<file path="src/rtl/lcd_pkg.sv">
// Shared LCD definitions: controller opcodes, sequencer state encoding, opcode helpers.
package lcd_pkg;

  localparam logic [3:0] OP_WRITE    = 4'd0;
  localparam logic [3:0] OP_UP       = 4'd1;
  localparam logic [3:0] OP_DOWN     = 4'd2;
  localparam logic [3:0] OP_LEFT     = 4'd3;
  localparam logic [3:0] OP_RIGHT    = 4'd4;
  localparam logic [3:0] OP_MAX      = 4'd5;
  localparam logic [3:0] OP_MIN      = 4'd6;
  localparam logic [3:0] OP_AVG      = 4'd7;
  localparam logic [3:0] OP_CCROTATE = 4'd8;
  localparam logic [3:0] OP_CROTATE  = 4'd9;
  localparam logic [3:0] OP_MIRRORX  = 4'd10;
  localparam logic [3:0] OP_MIRRORY  = 4'd11;

  typedef enum logic [3:0] {
    S_IDLE,
    S_INIT,
    S_FETCH,
    S_LATCH,
    S_ISSUE,
    S_ACK,
    S_EXEC,
    S_NEXT,
    S_FINISH
  } seq_state_e;

  function automatic logic op_is_illegal(input logic [3:0] op);
    return op > OP_MIRRORY;
  endfunction

  // States that wait on the LCD controller and may therefore stall forever.
  function automatic logic state_is_watched(input seq_state_e s);
    return (s == S_INIT) || (s == S_ISSUE) || (s == S_ACK) || (s == S_EXEC);
  endfunction

endpackage

</file>
<file path="src/rtl/lcd_seq_wdog.sv">
// Per-state stall watchdog: counts cycles spent in the current state, fires at WDOG_MAX in a waiting state.
module lcd_seq_wdog
  import lcd_pkg::*;
#(
  parameter int WDOG_MAX = 255
) (
  input  logic       clk_i,
  input  logic       rst_ni,
  input  seq_state_e state_i,
  output logic       fire_o
);

  seq_state_e prev_q;
  logic [7:0] cnt_q;
  logic [7:0] cnt_d;
  logic [7:0] cur;

  // The count restarts at zero in the first cycle of every new state.
  always_comb begin
    cur   = (state_i != prev_q) ? 8'd0 : cnt_q;
    cnt_d = (cur == 8'hFF) ? cur : cur + 8'd1;
  end

  assign fire_o = state_is_watched(state_i) && (cur == 8'(WDOG_MAX));

  always_ff @(posedge clk_i or negedge rst_ni) begin
    if (!rst_ni) begin
      prev_q <= S_IDLE;
      cnt_q  <= 8'd0;
    end else begin
      prev_q <= state_i;
      cnt_q  <= cnt_d;
    end
  end

endmodule

</file>
<file path="src/rtl/lcd_cmd_sequencer.sv">
// Script-ROM driven command scheduler for the LCD controller, one command in flight at a time.
// Optional stall watchdog compiled in with SEQ_WATCHDOG_EN; otherwise timeout is constant 0.
module lcd_cmd_sequencer
  import lcd_pkg::*;
#(
  parameter int SCR_AW   = 5,
  parameter int WDOG_MAX = 255
) (
  input  logic              clk,
  input  logic              reset,
  input  logic              start,
  output logic              scr_rd,
  output logic [SCR_AW-1:0] scr_A,
  input  logic [4:0]        scr_Q,
  output logic [3:0]        lcd_cmd,
  output logic              lcd_cmd_valid,
  input  logic              lcd_busy,
  input  logic              lcd_done,
  output logic              seq_busy,
  output logic              seq_done,
  output logic              illegal,
  output logic              timeout,
  output logic [7:0]        cmd_cnt
);

  localparam logic [SCR_AW-1:0] ADDR_LAST = '1;

  seq_state_e        state_q;
  logic              scr_rd_q;
  logic [SCR_AW-1:0] scr_a_q;
  logic [3:0]        op_q;
  logic              last_q;
  logic [3:0]        cmd_q;
  logic              cmd_vld_q;
  logic              busy_q;
  logic              done_q;
  logic              illegal_q;
  logic              timeout_q;
  logic [7:0]        cnt_q;
  logic              wdog_fire;

`ifdef SEQ_WATCHDOG_EN
  lcd_seq_wdog #(
    .WDOG_MAX(WDOG_MAX)
  ) u_wdog (
    .clk_i  (clk),
    .rst_ni (reset),
    .state_i(state_q),
    .fire_o (wdog_fire)
  );
`else
  logic wdog_unused;
  assign wdog_unused = (WDOG_MAX != 0);
  assign wdog_fire   = 1'b0;
`endif

  always_ff @(posedge clk or negedge reset) begin
    if (!reset) begin
      state_q   <= S_IDLE;
      scr_rd_q  <= 1'b0;
      scr_a_q   <= '0;
      op_q      <= 4'd0;
      last_q    <= 1'b0;
      cmd_q     <= 4'd0;
      cmd_vld_q <= 1'b0;
      busy_q    <= 1'b0;
      done_q    <= 1'b0;
      illegal_q <= 1'b0;
      timeout_q <= 1'b0;
      cnt_q     <= 8'd0;
    end else begin
      scr_rd_q  <= 1'b0;
      cmd_vld_q <= 1'b0;
      if (wdog_fire) begin
        timeout_q <= 1'b1;
        state_q   <= S_FINISH;
      end else begin
        case (state_q)
          S_IDLE: begin
            if (start) begin
              state_q   <= S_INIT;
              busy_q    <= 1'b1;
              done_q    <= 1'b0;
              cnt_q     <= 8'd0;
              illegal_q <= 1'b0;
              timeout_q <= 1'b0;
              scr_a_q   <= '0;
            end
          end
          S_INIT: begin
            if (!lcd_busy) begin
              state_q  <= S_FETCH;
              scr_rd_q <= 1'b1;
            end
          end
          S_FETCH: state_q <= S_LATCH;
          S_LATCH: begin
            op_q   <= scr_Q[3:0];
            last_q <= scr_Q[4];
            if (op_is_illegal(scr_Q[3:0])) begin
              illegal_q <= 1'b1;
              state_q   <= S_NEXT;
            end else begin
              state_q <= S_ISSUE;
            end
          end
          S_ISSUE: begin
            if (!lcd_busy) begin
              cmd_q     <= op_q;
              cmd_vld_q <= 1'b1;
              if (cnt_q != 8'hFF) cnt_q <= cnt_q + 8'd1;
              state_q   <= S_ACK;
            end
          end
          // Busy seen alongside the strobe is not an acknowledge; it must persist a cycle.
          S_ACK: begin
            if (lcd_busy && !cmd_vld_q) state_q <= S_EXEC;
          end
          S_EXEC: begin
            if (op_q == OP_WRITE) begin
              if (lcd_done) state_q <= S_FINISH;
            end else if (!lcd_busy) begin
              state_q <= S_NEXT;
            end
          end
          S_NEXT: begin
            if (last_q || (scr_a_q == ADDR_LAST)) begin
              state_q <= S_FINISH;
            end else begin
              scr_a_q  <= scr_a_q + 1'b1;
              scr_rd_q <= 1'b1;
              state_q  <= S_FETCH;
            end
          end
          S_FINISH: begin
            busy_q  <= 1'b0;
            done_q  <= 1'b1;
            state_q <= S_IDLE;
          end
          default: state_q <= S_IDLE;
        endcase
      end
    end
  end

  assign scr_rd        = scr_rd_q;
  assign scr_A         = scr_a_q;
  assign lcd_cmd       = cmd_q;
  assign lcd_cmd_valid = cmd_vld_q;
  assign seq_busy      = busy_q;
  assign seq_done      = done_q;
  assign illegal       = illegal_q;
  assign timeout       = timeout_q;
  assign cmd_cnt       = cnt_q;

endmodule

</file>
<file path="config.mk">
export PLATFORM = sky130hd
export DESIGN_NAME = lcd_cmd_sequencer
export DESIGN_NICKNAME = d
export VERILOG_FILES = /design/src/rtl/lcd_pkg.sv /design/src/rtl/lcd_seq_wdog.sv /design/src/rtl/lcd_cmd_sequencer.sv
export SDC_FILE = /design/constraint.sdc
export NUM_CORES = 1
export LEC_CHECK = 0
export CORE_MARGIN = 2
export CORE_UTILIZATION = 30
export DETAILED_ROUTE_END_ITERATION = 8
export DONT_BUFFER_PORTS = 1
export MAX_ROUTING_LAYER = met4
export PLACE_DENSITY = 0.48
export SLEW_MARGIN = 25
export SYNTH_ARGS = -nofsm -noshare
export SYNTH_HDL_FRONTEND = slang
export SYNTH_SLANG_ARGS = --single-unit
</file>
<file path="constraint.sdc">
create_clock -name clk -period 2.28 [get_ports clk]
set_clock_uncertainty 0.15 [all_clocks]
set_input_delay 0.228 -clock clk [delete_from_list [all_inputs] [get_ports clk]]
set_output_delay 0.228 -clock clk [all_outputs]
set_load 0.05 [all_outputs]
</file>
* Word-level counts from Yosys, hierarchy flattened *
Index checks and enable logic that the tools add are counted.

operators by class
  magnitude comparators = 1
  bitwise gates (word level) = 1
  multiplexer cells = 27
  reductions and logical operators = 15
  add/subtract/negate cells = 2
  equal/unequal tests = 19

operators by type and width
  cell                   number
  $mux W4                8
  $pmux W4 S8            1
  $mux W8                3
  $eq A4 B3 Y1 const B   4
  $pmux W8 S2            1
  $ne A2 B2 Y1 const B   7
  $mux W5                2
  $pmux W5 S2            1
  $add A8 B1 Y8 const B  1
  $eq A4 B2 Y1 const B   2
  $logic_not A4 Y1       2
  $ne A8 B8 Y1 const B   1
  $pmux W1 S2            4
  $reduce_bool A2 Y1     4
  $mux W1                6
  $ne A3 B3 Y1 const B   2
  $reduce_and A3 Y1      2
  $reduce_and A6 Y1      1
  $add A5 B1 Y5 const B  1
  $eq A5 B5 Y1 const B   1
  $eq A4 B1 Y1 const B   1
  $eq A4 B4 Y1 const B   1
  $gt A4 B4 Y1 const B   1
  $reduce_and A2 Y1      2
  6 further kinds        6

word-level totals
  flip-flop bits (word level) = 31
  word-level logic and storage cells = 76
  input port bits = 10

* Logic depth before layout (Yosys ltp) *
  depth after elaboration = 4
  gate-level depth with buffers = 7
  mapped depth without buffers = 7

* Least setup slack after synthesis *
OpenSTA, ideal clock, no wires.

  kind = reg-to-reg
  start point = reg scr_a_q[0] (netlist: scr_A[0])
  end point = reg scr_a_q[3] (netlist: scr_A[3])
  buffers on the path = 0
  data arrival time = 2.058 ns
  stages on the path, launching flop included = 8
  required time = 2.058 ns
  path slack = -0.001 ns
  setup time = 0.072 ns
  cell sequence = dfrtp_1 > ha_1 > and3_1 > ha_1 > nor4_2 > nand4_1 > xor2_1 > nor2_1

between the ends
  cells in the longest elaborated chain, start to end = 4
  elaborated cells between the ends (all ways) = 7
  those cells by class = add/sub (1); eq/ne (2); mux (2); reduce/logical (2)

ends and longest elaborated chain
  element                                                RTL line                  RTL
  start: declaration                                     lcd_cmd_sequencer.sv:30   logic [SCR_AW-1:0] scr_a_q;
  start signal: assignment                               lcd_cmd_sequencer.sv:130  scr_a_q <= scr_a_q + 1'b1;
  branches (longest 4 deep; another with $add A5 B1 Y5)  -

Several ways; the timed one is not identified. The select of a mux whose other input is x is not followed.
A chain may end at the register's enable or synchronous reset.

* Final worst setup path *
  start point = reg scr_a_q[0] (netlist: scr_A[0])
  end point = reg state_q[1]

between the ends
  cells in the longest elaborated chain, start to end = 4

ends and longest elaborated chain
  element                 RTL line                  RTL
  $eq A5 B5 Y1            lcd_cmd_sequencer.sv:127  if (last_q || (scr_a_q == ADDR_LAST)) begin
  $logic_or A1 B1 Y1      lcd_cmd_sequencer.sv:127
  $mux W4                 lcd_cmd_sequencer.sv:127
  $pmux W4 S8             lcd_cmd_sequencer.sv:78   case (state_q)
  end signal: assignment  lcd_cmd_sequencer.sv:81   state_q <= S_INIT;
  end signal: assignment  lcd_cmd_sequencer.sv:128  state_q <= S_FINISH;
  end signal: assignment  lcd_cmd_sequencer.sv:132  state_q <= S_FETCH;
  end: declaration        lcd_cmd_sequencer.sv:28   seq_state_e state_q;

No other way between the ends.

==> impl_metrics.env <==
export IMPL_cts_buffers=5
export IMPL_synth_area_top_cells="dfrtp_1, nand2_1, mux2_2"
export IMPL_use_met1_pct=18.36
export IMPL_post_cts_buffers=0
export IMPL_boundaryPins=33
export IMPL_hold_viol=0
export IMPL_port_buffers=0
export IMPL_synth_top_area_share_pct=49.09
export IMPL_final_area_um2=1983
export IMPL_placed_cells=238
export IMPL_cts_tree="done"
export IMPL_worstHoldPathType="primary input to flop"
export IMPL_yosysUniqueCellTypes=43
export IMPL_n_antenna_cell=0
export IMPL_ys_ff_latch=31
export IMPL_synth_fa_ha_area_share_pct=2.375
export IMPL_max_freq_mhz=469.7
export IMPL_grt_pass1_vias=1299
export IMPL_multiInputGateArea_um2=769.5
export IMPL_setup_tns_ns=0
export IMPL_leakage_uw=0.0009053
export IMPL_yosys_area_share_simple_pct=22.17
export IMPL_worst_pin_slew_ns=0.5342
export IMPL_drive_above_1_share_pct=23.24
export IMPL_critPathMaxFanout=3
export IMPL_fin_util_pct=38.83
export IMPL_status="finished clean"
export IMPL_power_density_nw_per_um2=1378
export IMPL_synth_compound_area_share_pct=14.49
export IMPL_die_w_um=76.58
export IMPL_grt_overflow=0
export IMPL_layout_common_cells="dfrtp_1, nand2_1, buf_4, nor2_1"
export IMPL_path_clk_slew_ns=0.07
export IMPL_fin_crit_sh_pct=93.37
export IMPL_final_common_cell="dfrtp_1"
export IMPL_globalplace_congestion=0.7757
export IMPL_cp_arrival_ns=2.20
export IMPL_cts_buffer_depth=2
export IMPL_synthCells=158
export IMPL_netlist_area_um2=1580
export IMPL_final_seq_area_um2=777.0
export IMPL_grt_util_all_layers_pct=14.39
export IMPL_clkSinkCount=31
export IMPL_drtIter0Drc=60
export IMPL_yosys_warnings=0
export IMPL_yosys_area_top_type="dfrtp_1"
export IMPL_routed_wl_um=3775
export IMPL_fin_cells=255
export IMPL_cts_root_buffer="clkbuf_8"
export IMPL_place_hpwl_um=2757
export IMPL_synthArstFlopShare_pct=100.0
export IMPL_drc=0
export IMPL_start_util_pct=30.94
export IMPL_slew_viol_final=0
export IMPL_met3_usage_pct=4.502
export IMPL_synth_edff_count=0
export IMPL_top_usage_layer="met2"
export IMPL_antenna_found_initial=0
export IMPL_ir_worst_vdd_uv=531.2
export IMPL_met2_usage_pct=21.68
export IMPL_drv_cap=0
export IMPL_synthMuxAreaShare_pct=7.759
export IMPL_start_kind="flop"
export IMPL_fillers=519
export IMPL_drtPass1Iterations=4
export IMPL_num_rows=26
export IMPL_htree_levels=2
export IMPL_grt_pass1_wl_um=6541
export IMPL_syn_nets=171
export IMPL_layout_min_cycle_time_ns=2.129
export IMPL_post_drt_wl_per_cell_um=14.80
export IMPL_cp_end_kind="flop"
export IMPL_synth_xor_area_share_pct=1.108
export IMPL_grt_setup_unrepaired="no"
export IMPL_vias=1298
export IMPL_via_per_inst=5.090
export IMPL_required_ns=2.35
export IMPL_worstSetupPathType="flop to flop"
export IMPL_slew_headroom_pct=64.05
export IMPL_avgSynthCellArea_um2=10.00
export IMPL_ys_seq_area_share_pct=49.09
export IMPL_place_area_um2=1757
export IMPL_grt_max_degree=32
export IMPL_ant_nets=0
export IMPL_die_h_um=76.58
export IMPL_area_growth_pct=25.49
export IMPL_synth_top_family_by_area="simple AND/OR/NAND/NOR gates"
export IMPL_hold_worst_slack_ns=0.1185
export IMPL_clk_insertion_delay_late_ns=0.28
export IMPL_dieArea_um2=5864
export IMPL_core_area_um2=5107
export IMPL_setup_violations=0
export IMPL_fin_nets=197
export IMPL_ys_flop_type="dfrtp_1"
## worst max-delay path: stages (launching register included)
cell and delay, ns:
dfrtp_2 0.40, ha_1 0.20, and3_1 0.18, ha_1 0.22, or4_1 0.60, a21oi_1 0.16, mux2_4 0.16
## synth_stat cells (4+ instances only)
cell / count
a31oi_1: 4
nand2_1: 26
mux2_2: 6
nor3_1: 4
dfrtp_1: 31
o21ai_0: 9
nor2_1: 13
a21oi_1: 9
nand3_1: 5
## stage by stage
step | setup WS, ns | total power [uW]
2_1_floorplan | 0.03015 | 1894
3_3_place_gp | 0.2221 | 2110
3_5_place_dp | 0.1887 | 2136
4_1_cts | 0.1736 | 2742
5_1_grt | 0.05247 | 2917
6_report | 0.1511 | 2733
## registers in the layout (all words and copies together) (netlist names)
register,count
scr_rd,1
scr_A,5
illegal,1
last_q,1
seq_busy,1
seq_done,1
state_q,4
lcd_cmd,4
cmd_cnt,8
lcd_cmd_valid,1
op_q,4
## final timing paths
path	startpoint	to	slack, ns	depth (start not counted)
min in group asynchronous	reset	scr_rd	0.23	2
max in group asynchronous	reset	scr_A[0]	1.56	2
min	start	scr_A[3]	0.12	2
min reg2reg	op_q[2]	lcd_cmd[2]	0.38	2
max reg2reg	scr_A[0]	state_q[1]	0.15	6
max	scr_A[0]	state_q[1]	0.15	6
## timing repair
action                                 in CTS  in global routing
endpoints found under the hold margin      40                  0
setup endpoints to repair                   0                  3
resized for setup                           0                  1
hold buffers                                9                  0
## cell families (layout without fill, tap and decap cells)
kind of cell	Yosys count	after routing
simple gates	67	67
compound gates	35	35
flops	31	31
mux	10	10
buf+inv	9	36
fa+ha+maj	3	3
xor+xnor	2	2
other cells	1	1
## power by group
part / internal [uW] / total (uW) / switching (uW)
clock network: 354 / 569 / 215
registers: 726 / 1140 / 413
logic: 458 / 1030 / 568
total: 1540 / 2730 / 1200
## per-layer routing
layer	vias to the layer above	wire, um
li1	623	-
met5	-	0
met1	639	1699
met3	4	197
met4	0	49
met2	32	1829
## cell type report
cell class | count | share of cell area, %
Clock buffer | 6 | 4.164
Clock inverter | 2 | 1.767
Inverter | 3 | 0.5678
Multi-Input combinational cell | 118 | 38.80
Sequential cell | 31 | 39.18
Tap cell | 70 | 4.416
Timing Repair Buffer | 25 | 11.10
(Power assumes the default switching activity.)
